`config.mk`:
```
export PLATFORM = sky130hd
export DESIGN_NAME = mod_reduce_divider
export DESIGN_NICKNAME = d
export VERILOG_FILES = /design/src/rtl/modarith_pkg.sv /design/src/rtl/mod_reduce_divider_div_step.sv /design/src/rtl/mod_reduce_divider.sv
export SDC_FILE = /design/constraint.sdc
export NUM_CORES = 1
export LEC_CHECK = 0
export ABC_AREA = 1
export CORE_UTILIZATION = 35
export CTS_BUF_LIST = sky130_fd_sc_hd__clkbuf_16
export CTS_CLUSTER_SIZE = 10
export DETAILED_ROUTE_END_ITERATION = 16
export SLEW_MARGIN = 20
export SYNTH_ARGS = -nofsm -noshare
export SYNTH_HDL_FRONTEND = slang
export SYNTH_SLANG_ARGS = --single-unit
```
`constraint.sdc`:
```
create_clock -name clk -period 2.5 [get_ports clk]
set_clock_uncertainty 0.05 [all_clocks]
set_input_delay 0.25 -clock clk [delete_from_list [all_inputs] [get_ports clk]]
set_output_delay 0.25 -clock clk [all_outputs]
set_load 0.03 [all_outputs]
```
`src/rtl/modarith_pkg.sv`:
```
// ----------------------------------------------------------------------------
// modarith_pkg
// Shared definitions for the modular-arithmetic datapath:
//   LOGQ_DEF  - default modulus width in bits
//   state_t   - divider FSM states (IDLE / CALC / DONE)
//   cnt_width - width of an iteration counter able to hold 2*logq
//   CNT_W     - counter width for the default modulus width
// ----------------------------------------------------------------------------
package modarith_pkg;

  localparam int unsigned LOGQ_DEF = 64;

  typedef enum logic [1:0] {
    S_IDLE = 2'd0,
    S_CALC = 2'd1,
    S_DONE = 2'd2
  } state_t;

  function automatic int unsigned cnt_width(input int unsigned logq);
    return $clog2(2 * logq + 1);
  endfunction

  localparam int unsigned CNT_W = cnt_width(LOGQ_DEF);

endpackage

```
`src/rtl/mod_reduce_divider_div_step.sv`:
```
// ----------------------------------------------------------------------------
// div_step
// One combinational radix-2 restoring division iteration.
//   i_rem  [LOGQ:0]   partial remainder from the previous iteration (< divisor)
//   i_bit             next dividend bit (MSB first)
//   i_div  [LOGQ-1:0] divisor
//   o_rem  [LOGQ:0]   new partial remainder
//   o_qbit            quotient bit produced by this iteration
// ----------------------------------------------------------------------------
module div_step
  import modarith_pkg::*;
#(
  parameter int unsigned LOGQ = LOGQ_DEF
) (
  input  logic [LOGQ:0]   i_rem,
  input  logic            i_bit,
  input  logic [LOGQ-1:0] i_div,
  output logic [LOGQ:0]   o_rem,
  output logic            o_qbit
);

  // One guard bit above the shifted remainder so the trial difference's
  // MSB is a reliable sign bit.
  logic [LOGQ+1:0] w_shift;
  logic [LOGQ+1:0] w_diff;

  always_comb begin
    w_shift = {i_rem, i_bit};
    w_diff  = w_shift - {2'b00, i_div};
    o_qbit  = ~w_diff[LOGQ+1];
    o_rem   = o_qbit ? w_diff[LOGQ:0] : w_shift[LOGQ:0];
  end

endmodule

```
`src/rtl/mod_reduce_divider.sv`:
```
// ----------------------------------------------------------------------------
// mod_reduce_divider
// Sequential restoring divider: out_quo = floor(in_c / in_q),
// out_rem = in_c mod in_q, one quotient bit per clock.
//   clk, rst             clock; synchronous active-low reset
//   in_valid / in_ready  operand handshake (in_c: 2*LOGQ bits, in_q: LOGQ bits)
//   out_valid / out_ready result handshake
//   out_quo  [2*LOGQ-1:0] quotient (all ones on divide-by-zero)
//   out_rem  [LOGQ-1:0]   remainder (low LOGQ bits of in_c on divide-by-zero)
//   out_dz               divide-by-zero flag for the current result
// ----------------------------------------------------------------------------
module mod_reduce_divider
  import modarith_pkg::*;
#(
  parameter int unsigned LOGQ = LOGQ_DEF
) (
  input  logic              clk,
  input  logic              rst,
  input  logic              in_valid,
  output logic              in_ready,
  input  logic [2*LOGQ-1:0] in_c,
  input  logic [LOGQ-1:0]   in_q,
  output logic              out_valid,
  input  logic              out_ready,
  output logic [2*LOGQ-1:0] out_quo,
  output logic [LOGQ-1:0]   out_rem,
  output logic              out_dz
);

  localparam int unsigned CW = cnt_width(LOGQ);

  state_t              r_state;
  logic [CW-1:0]       r_cnt;
  // Dividend bits leave at the MSB while quotient bits enter at the LSB,
  // so one register holds both; after 2*LOGQ shifts it is the quotient.
  logic [2*LOGQ-1:0]   r_dq;
  logic [LOGQ-1:0]     r_div;
  logic [LOGQ:0]       r_prem;
  logic                r_in_ready;
  logic                r_out_valid;
  logic [2*LOGQ-1:0]   r_quo;
  logic [LOGQ-1:0]     r_rem;
  logic                r_dz;

  logic [LOGQ:0]       w_prem_next;
  logic                w_qbit;

  div_step #(.LOGQ(LOGQ)) u_step (
    .i_rem  (r_prem),
    .i_bit  (r_dq[2*LOGQ-1]),
    .i_div  (r_div),
    .o_rem  (w_prem_next),
    .o_qbit (w_qbit)
  );

  always_ff @(posedge clk) begin
    if (!rst) begin
      r_state     <= S_IDLE;
      r_cnt       <= '0;
      r_dq        <= '0;
      r_div       <= '0;
      r_prem      <= '0;
      r_in_ready  <= 1'b1;
      r_out_valid <= 1'b0;
      r_quo       <= '0;
      r_rem       <= '0;
      r_dz        <= 1'b0;
    end else begin
      case (r_state)
        S_IDLE: begin
          if (in_valid) begin
            r_dq       <= in_c;
            r_div      <= in_q;
            r_prem     <= '0;
            r_in_ready <= 1'b0;
            if (in_q != '0) begin
              r_cnt   <= CW'(2 * LOGQ);
              r_state <= S_CALC;
            end else begin
              r_quo       <= '1;
              r_rem       <= in_c[LOGQ-1:0];
              r_dz        <= 1'b1;
              r_out_valid <= 1'b1;
              r_state     <= S_DONE;
            end
          end
        end
        S_CALC: begin
          r_dq   <= {r_dq[2*LOGQ-2:0], w_qbit};
          r_prem <= w_prem_next;
          r_cnt  <= r_cnt - CW'(1);
          if (r_cnt == CW'(1)) begin
            r_quo       <= {r_dq[2*LOGQ-2:0], w_qbit};
            r_rem       <= w_prem_next[LOGQ-1:0];
            r_dz        <= 1'b0;
            r_out_valid <= 1'b1;
            r_state     <= S_DONE;
          end
        end
        S_DONE: begin
          if (out_ready) begin
            r_out_valid <= 1'b0;
            r_in_ready  <= 1'b1;
            r_state     <= S_IDLE;
          end
        end
        default: begin
          r_out_valid <= 1'b0;
          r_in_ready  <= 1'b1;
          r_state     <= S_IDLE;
        end
      endcase
    end
  end

  assign in_ready  = r_in_ready;
  assign out_valid = r_out_valid;
  assign out_quo   = r_quo;
  assign out_rem   = r_rem;
  assign out_dz    = r_dz;

endmodule

```
# Word level (Yosys, flattened, before mapping)
# Index checks and enable logic that the tools add are counted.
classes:
  bitwise: 2
  eq_ne: 8
  muxes: 31
  add_sub_neg: 2
  n_reduce_logical: 10
ops:
  columns: ["op", "n"]
  rows:
  - ["$mux 128", 4]
  - ["$pmux 128 s2", 2]
  - ["$mux 64", 3]
  - ["$mux 65", 2]
  - ["$pmux 65 s2", 1]
  - ["$pmux 64 s2", 1]
  - ["$sub 66x64->66", 1]
  - ["$reduce_bool 64->1", 1]
  - ["$mux 8", 2]
  - ["$pmux 8 s2", 1]
  - ["$ne 2x2->1 const B", 5]
  - ["$reduce_and 3->1", 3]
  - ["$eq 8x1->1 const B", 1]
  - ["$mux 2", 4]
  - ["$reduce_and 4->1", 2]
  - ["$sub 8x1->8 const B", 1]
  - ["$mux 1", 7]
  - ["$pmux 1 s3", 2]
  - ["$pmux 2 s3", 1]
  - ["$reduce_and 2->1", 2]
  - ["$eq 2x1->1 const B", 1]
  - ["$eq 2x2->1 const B", 1]
  - ["$logic_not 2->1", 1]
  - ["$not 1->1", 2]
  - ["other kinds (2)", 2]
totals:
  output_inout_bits: 195
  reg_bits: 462
  input_bits: 196
  word_cells: 63

# Depth between registers and ports, before layout
depth:
  depth_word: 4
  mapped_depth: 21

# Cells and area by module
# A second synthesis with hierarchy kept.
unflattened:
  cells_unflattened: 4405
  hier_area_um2: 27084.7
modules_own_cells:
  columns: ["mod", "cells_each", "area_each_um2", "seq_area_each_um2", "instances"]
  rows:
  - ["mod_reduce_divider", 2752, 18980.7, 9248.9, 1]
  - ["div_step", 1653, 8104.0, 0.0, 1]

# Worst setup path after synthesis
# OpenSTA, ideal clock, no wires.
synth_timing:
  path_kind: "reg2reg"
  start: "reg r_div[7]"
  end: "reg r_prem[42]"
  synth_period_minus_slack_ns: 2.229
  path_stages_with_launch: 22
  required_time_ns: 2.393
  arrival_time_ns: 2.122
  path_slack_ns: 0.271
  path_cell_list: "dfxtp_1 inv_1 ha_1 nand2_2 inv_1 nand2_1 nand2_1 inv_2 nand3_4 nand2_4 nand2_4 nand2_2 nand2_2 nand2_4 nand2_4 nand2_4 buf_6 buf_12 nand4_2 nand3_1 nand2_1 inv_1"
synth_via:
  elab_chain_cells: 3
synth_lines:
  columns: ["item", "line", "source"]
  rows:
  - ["start: declaration", "mod_reduce_divider.sv:37", "logic [LOGQ-1:0] r_div;"]
  - ["start signal: assignment", "mod_reduce_divider.sv:73", "r_div <= in_q;"]
  - ["$sub 66x64->66", "mod_reduce_divider_div_step.sv:29", "w_diff = w_shift - {2'b00, i_div};"]
  - ["$mux 65", "mod_reduce_divider_div_step.sv:31", "o_rem = o_qbit ? w_diff[LOGQ:0] : w_shift[LOGQ:0];"]
  - ["$pmux 65 s2", "mod_reduce_divider.sv:69", "case (r_state)"]
  - ["end signal: assignment", "mod_reduce_divider.sv:90", "r_prem <= w_prem_next;"]
  - ["end: declaration", "mod_reduce_divider.sv:38", "logic [LOGQ:0] r_prem;"]
# Every way passes these cells.
# A chain may end at the register's enable or synchronous reset.

# Worst setup path in the final report
layout_timing:
  start: "reg r_prem[43]"
  end: "reg r_prem[36]"
layout_via:
  elab_chain_cells: 3
layout_lines:
  columns: ["item", "line"]
  rows:
  - ["$sub 66x64->66", "mod_reduce_divider_div_step.sv:29"]
  - ["$mux 65", "mod_reduce_divider_div_step.sv:31"]
  - ["$pmux 65 s2", "mod_reduce_divider.sv:69"]
# Every way passes these cells.

==> reports/results.ini <==
[timing]
relSlewSlack_pct=43.4
layout_setup_ws_ns=-0.0570
setup_violations=16
hold_violations=0
min_period_ns=2.56
final_max_slew_viol_count=0
rsz0062_at_grt=true
min_period_over_period_pct=102
tightest_slew_ns=0.849
fmax_mhz=391

[pwr]
power_density_nw_per_um2=1390
ir_drop_uv=1050
p_leak_uw=0.0177

[place]
placed_area_um2=33500
place_congestion=1.03
dp_slack_ns=-0.669
io_buffers=390
place_hpwl_mm=75.4

[route]
drt_iter0_drc=2389
avgRoutedWirePerCell_um=18.3
ant_nets=0
vias_per_cell=5.05
drtPass1Iterations=6
post-route-drc-count=0
dr_total_vias=28800
wl_mm=104

[worst_hold_path]
hp-start=in_c[65]
hold_class=input pin to flip-flop
whs_endpoint=r_dq[65]
min_path_cells=3

[synth]
synth_edf_count=0
synth_warnings=0
yosys.area.top_type=dfxtp_1
syn_inst=3931
netlist_area_um2=25100
syn_avg_cell_area_um2=6.39
syn_nets=4194
ys_types=44
async_flop_share_pct=0
synthFlopType=dfxtp_1
synth_top_area_share_pct=36.8
yosysSeqAreaShare_pct=36.8
ys_ff_latch=462
synthTopCellsByArea=dfxtp_1 37%, nand2_1 14%, nor2_1 7.8%, inv_1 7.3%, nand3_1 6.4%

[finish]
design_area_um2=38400
area_growth_syn_to_layout_pct=53.0
layout.nets=5008
drive_above_1_share_pct=25.7

[floorplan]
ioPinCount=391
die_area_um2=72900
rows=97
start_util_pct=35.6
coreArea_um2=70500
die_w_um=270
die_y_um=270

[clock_tree]
cts_made_buffers=54
cts.sinks=462
clock_latency_ns=0.61
clkTransAtPathRegs_ns=0.06
cts.path.max_buffers=3
clockRootBuffer=clkbuf_16
htreeDepth=2
cts_tree=built

[setup_path]
worst_setup_path_start_kind=flip-flop
arrival_ns=3.01
critPathMaxFanout=5
rrSetupSlack_ns=-0.06
cp_cell_sequence=ha_4 -> a21oi_4 -> o21ai_2 -> a21oi_4 -> nand2_2 -> a21oi_4 -> buf_6 -> nand3_4 -> buf_12 -> buf_16 -> nand4_1 -> buf_6 -> nand3_1 -> nand2_1 -> inv_1
r2r_start=r_prem[43]
max_stage_delay_ns=0.37
worst-setup-path-type=flip-flop to flip-flop
r2r_end=r_prem[36]
crit_family=compound AO/OA/AOI/OAI gates
reg2regPathDepth=15
crit_top_cell=a21oi_4
crit_slowest_cell=dfxtp_4
path_buf_inv=5
cp-end-kind=flip-flop
worstPathRequired_ns=2.95

[status]
violations=setup timing
status=complete, but fails checks

[grt]
antenna_found_initial=5
gr-total-overflow=0
grt_pass1_vias=26700
grt_use_total_pct=26.9
grt_pass1_wl_mm=155
grt_max_degree=136

[flow_run]
drv_cap=0

## kinds of logic (layout without fill, tap and decap cells)
| group | count (synthesis) | count (layout) | synth area share (%) |
|---|---|---|---|
| AOI/OAI and AO/OA | 680 | 680 | 14.1 |
| xor gates and xnor gates | 33 | 33 | 1.15 |
| adders and majority gates | 67 | 67 | 3.37 |
| buffers and inverters | 718 | 1550 | 11.2 |
| DFF | 462 | 462 | 36.8 |
| other | 0 | 3 | 0 |
| and+or+nand+nor | 1971 | 1972 | 33.3 |
## through the flow
| step | setup TNS (ns) | hold slack [ns] | power [uW] | utilization (%) | cells |
|---|---|---|---|---|---|
| final | -0.327 | 0.238 | 53500 | 54.5 | 5707 |
| after global routing | -9.82 | 0.245 | 56400 | 54.5 | 5706 |
| after CTS | -0.105 | 0.212 | 48100 | 52.0 | 5677 |
| after detailed placement | -130.13 | 0.406 | 36800 | 47.6 | 5569 |
| after global placement | -132.55 | 0.401 | 36800 | 47.6 | 5569 |
| after floorplan | 0 | 0.328 | 24800 | - | 3931 |
## timing repair
action,4_1_cts,5_1_grt
setup buffers,28,25
hold endpoints to repair,25,0
setup endpoints to repair,143,185
hold buffers,1,0
pin swaps,56,188
gates resized for setup,267,408
cloned,5,5
## sequential cells by signal, indices dropped and copies added, names as in the netlist
register	count
out_rem	64
out_valid	1
in_ready	1
r_state	2
r_div	64
r_prem	65
out_quo	128
r_dq	128
out_dz	1
r_cnt	8
## cells in the final DEF (no fill, tap or decap), types with 9 or more instances in the layout
cell type	count
buf_4	513
nor2_2	52
inv_2	81
inv_1	437
nand2_4	43
buf_6	17
a31oi_1	64
xor2_1	19
a21oi_1	286
xnor2_1	11
nand3_1	272
nor4_1	15
nand4_1	82
nor3_2	9
dfxtp_2	38
o21ai_0	265
ha_4	63
clkdlybuf4s50_1	389
clkbuf_16	58
a21oi_2	22
nand2_1	800
nand3_2	46
buf_12	31
nand2_2	126
a21oi_4	15
nand4_4	9
nor2_1	444
nor2_4	36
dfxtp_1	422
## how the worst max path moves through the flow
stage                    start          end  slack (ns)  cells past startpoint
floorplan             r_div[7]   r_prem[42]        0.27                     21
CTS                  r_div[30]  out_rem[52]       -0.03                     19
global placement      in_q[29]  out_rem[46]       -0.68                     15
global route         r_div[44]  out_rem[36]       -0.14                     16
detailed placement    in_q[29]  out_rem[57]       -0.67                     15
finish              r_prem[43]   r_prem[36]       -0.06                     15
## routing by layer
metal / share of wire, % / global-route usage [%]
met2: 46 / 43.8
met5: 0.037 / 0
met1: 44 / 35.7
met3: 6.4 / 3.48
met4: 4.4 / 11.2
## area by class of cell
cell class,instances,area [um^2]
Fill cell,6781,32100
Multi-Input combinational cell,2752,15600
Sequential cell,462,9300
Timing Repair Buffer,964,8850
Inverter,511,1940
Clock buffer,55,1380
Tap cell,940,1180
Clock inverter,20,135
Antenna cell,3,7.51
## power by group
part,total [uW],switching (uW),leakage [uW],internal [uW]
clock,7080,3170,0.000789,3910
combinational,36700,21100,0.0132,15600
sequential,9710,1020,0.00380,8690
total,53500,25300,0.0177,28200
## synth_stat cells, types with 2 or more instances
| master | instances |
|---|---|
| a21o_1 | 2 |
| a21oi_1 | 318 |
| a21oi_2 | 4 |
| a31oi_1 | 64 |
| and2_1 | 3 |
| buf_1 | 21 |
| buf_12 | 2 |
| buf_2 | 38 |
| buf_4 | 5 |
| buf_6 | 3 |
| clkbuf_1 | 138 |
| dfxtp_1 | 462 |
| ha_1 | 66 |
| inv_1 | 488 |
| inv_2 | 22 |
| nand2_1 | 962 |
| nand2_2 | 5 |
| nand2_4 | 7 |
| nand3_1 | 320 |
| nand3_2 | 2 |
| nand3_4 | 2 |
| nand3b_1 | 5 |
| nand4_1 | 82 |
| nand4_2 | 5 |
| nand4_4 | 5 |
| nor2_1 | 524 |
| nor2_2 | 7 |
| nor3_1 | 16 |
| nor4_1 | 22 |
| o21a_1 | 2 |
| o21ai_0 | 270 |
| o21ai_1 | 6 |
| o21bai_1 | 9 |
| or2_2 | 3 |
| xnor2_1 | 11 |
| xor2_1 | 22 |
## worst register-to-register path, cell delays in order (launching register included)
cell and delay (ns):
dfxtp_4 0.37, ha_4 0.27, a21oi_4 0.17, o21ai_2 0.10
a21oi_4 0.16, nand2_2 0.13, a21oi_4 0.20, buf_6 0.13
nand3_4 0.13, buf_12 0.19, buf_16 0.13, nand4_1 0.11
buf_6 0.15, nand3_1 0.08, nand2_1 0.06, inv_1 0.03
No activity file was read; power rests on OpenSTA's default activity.
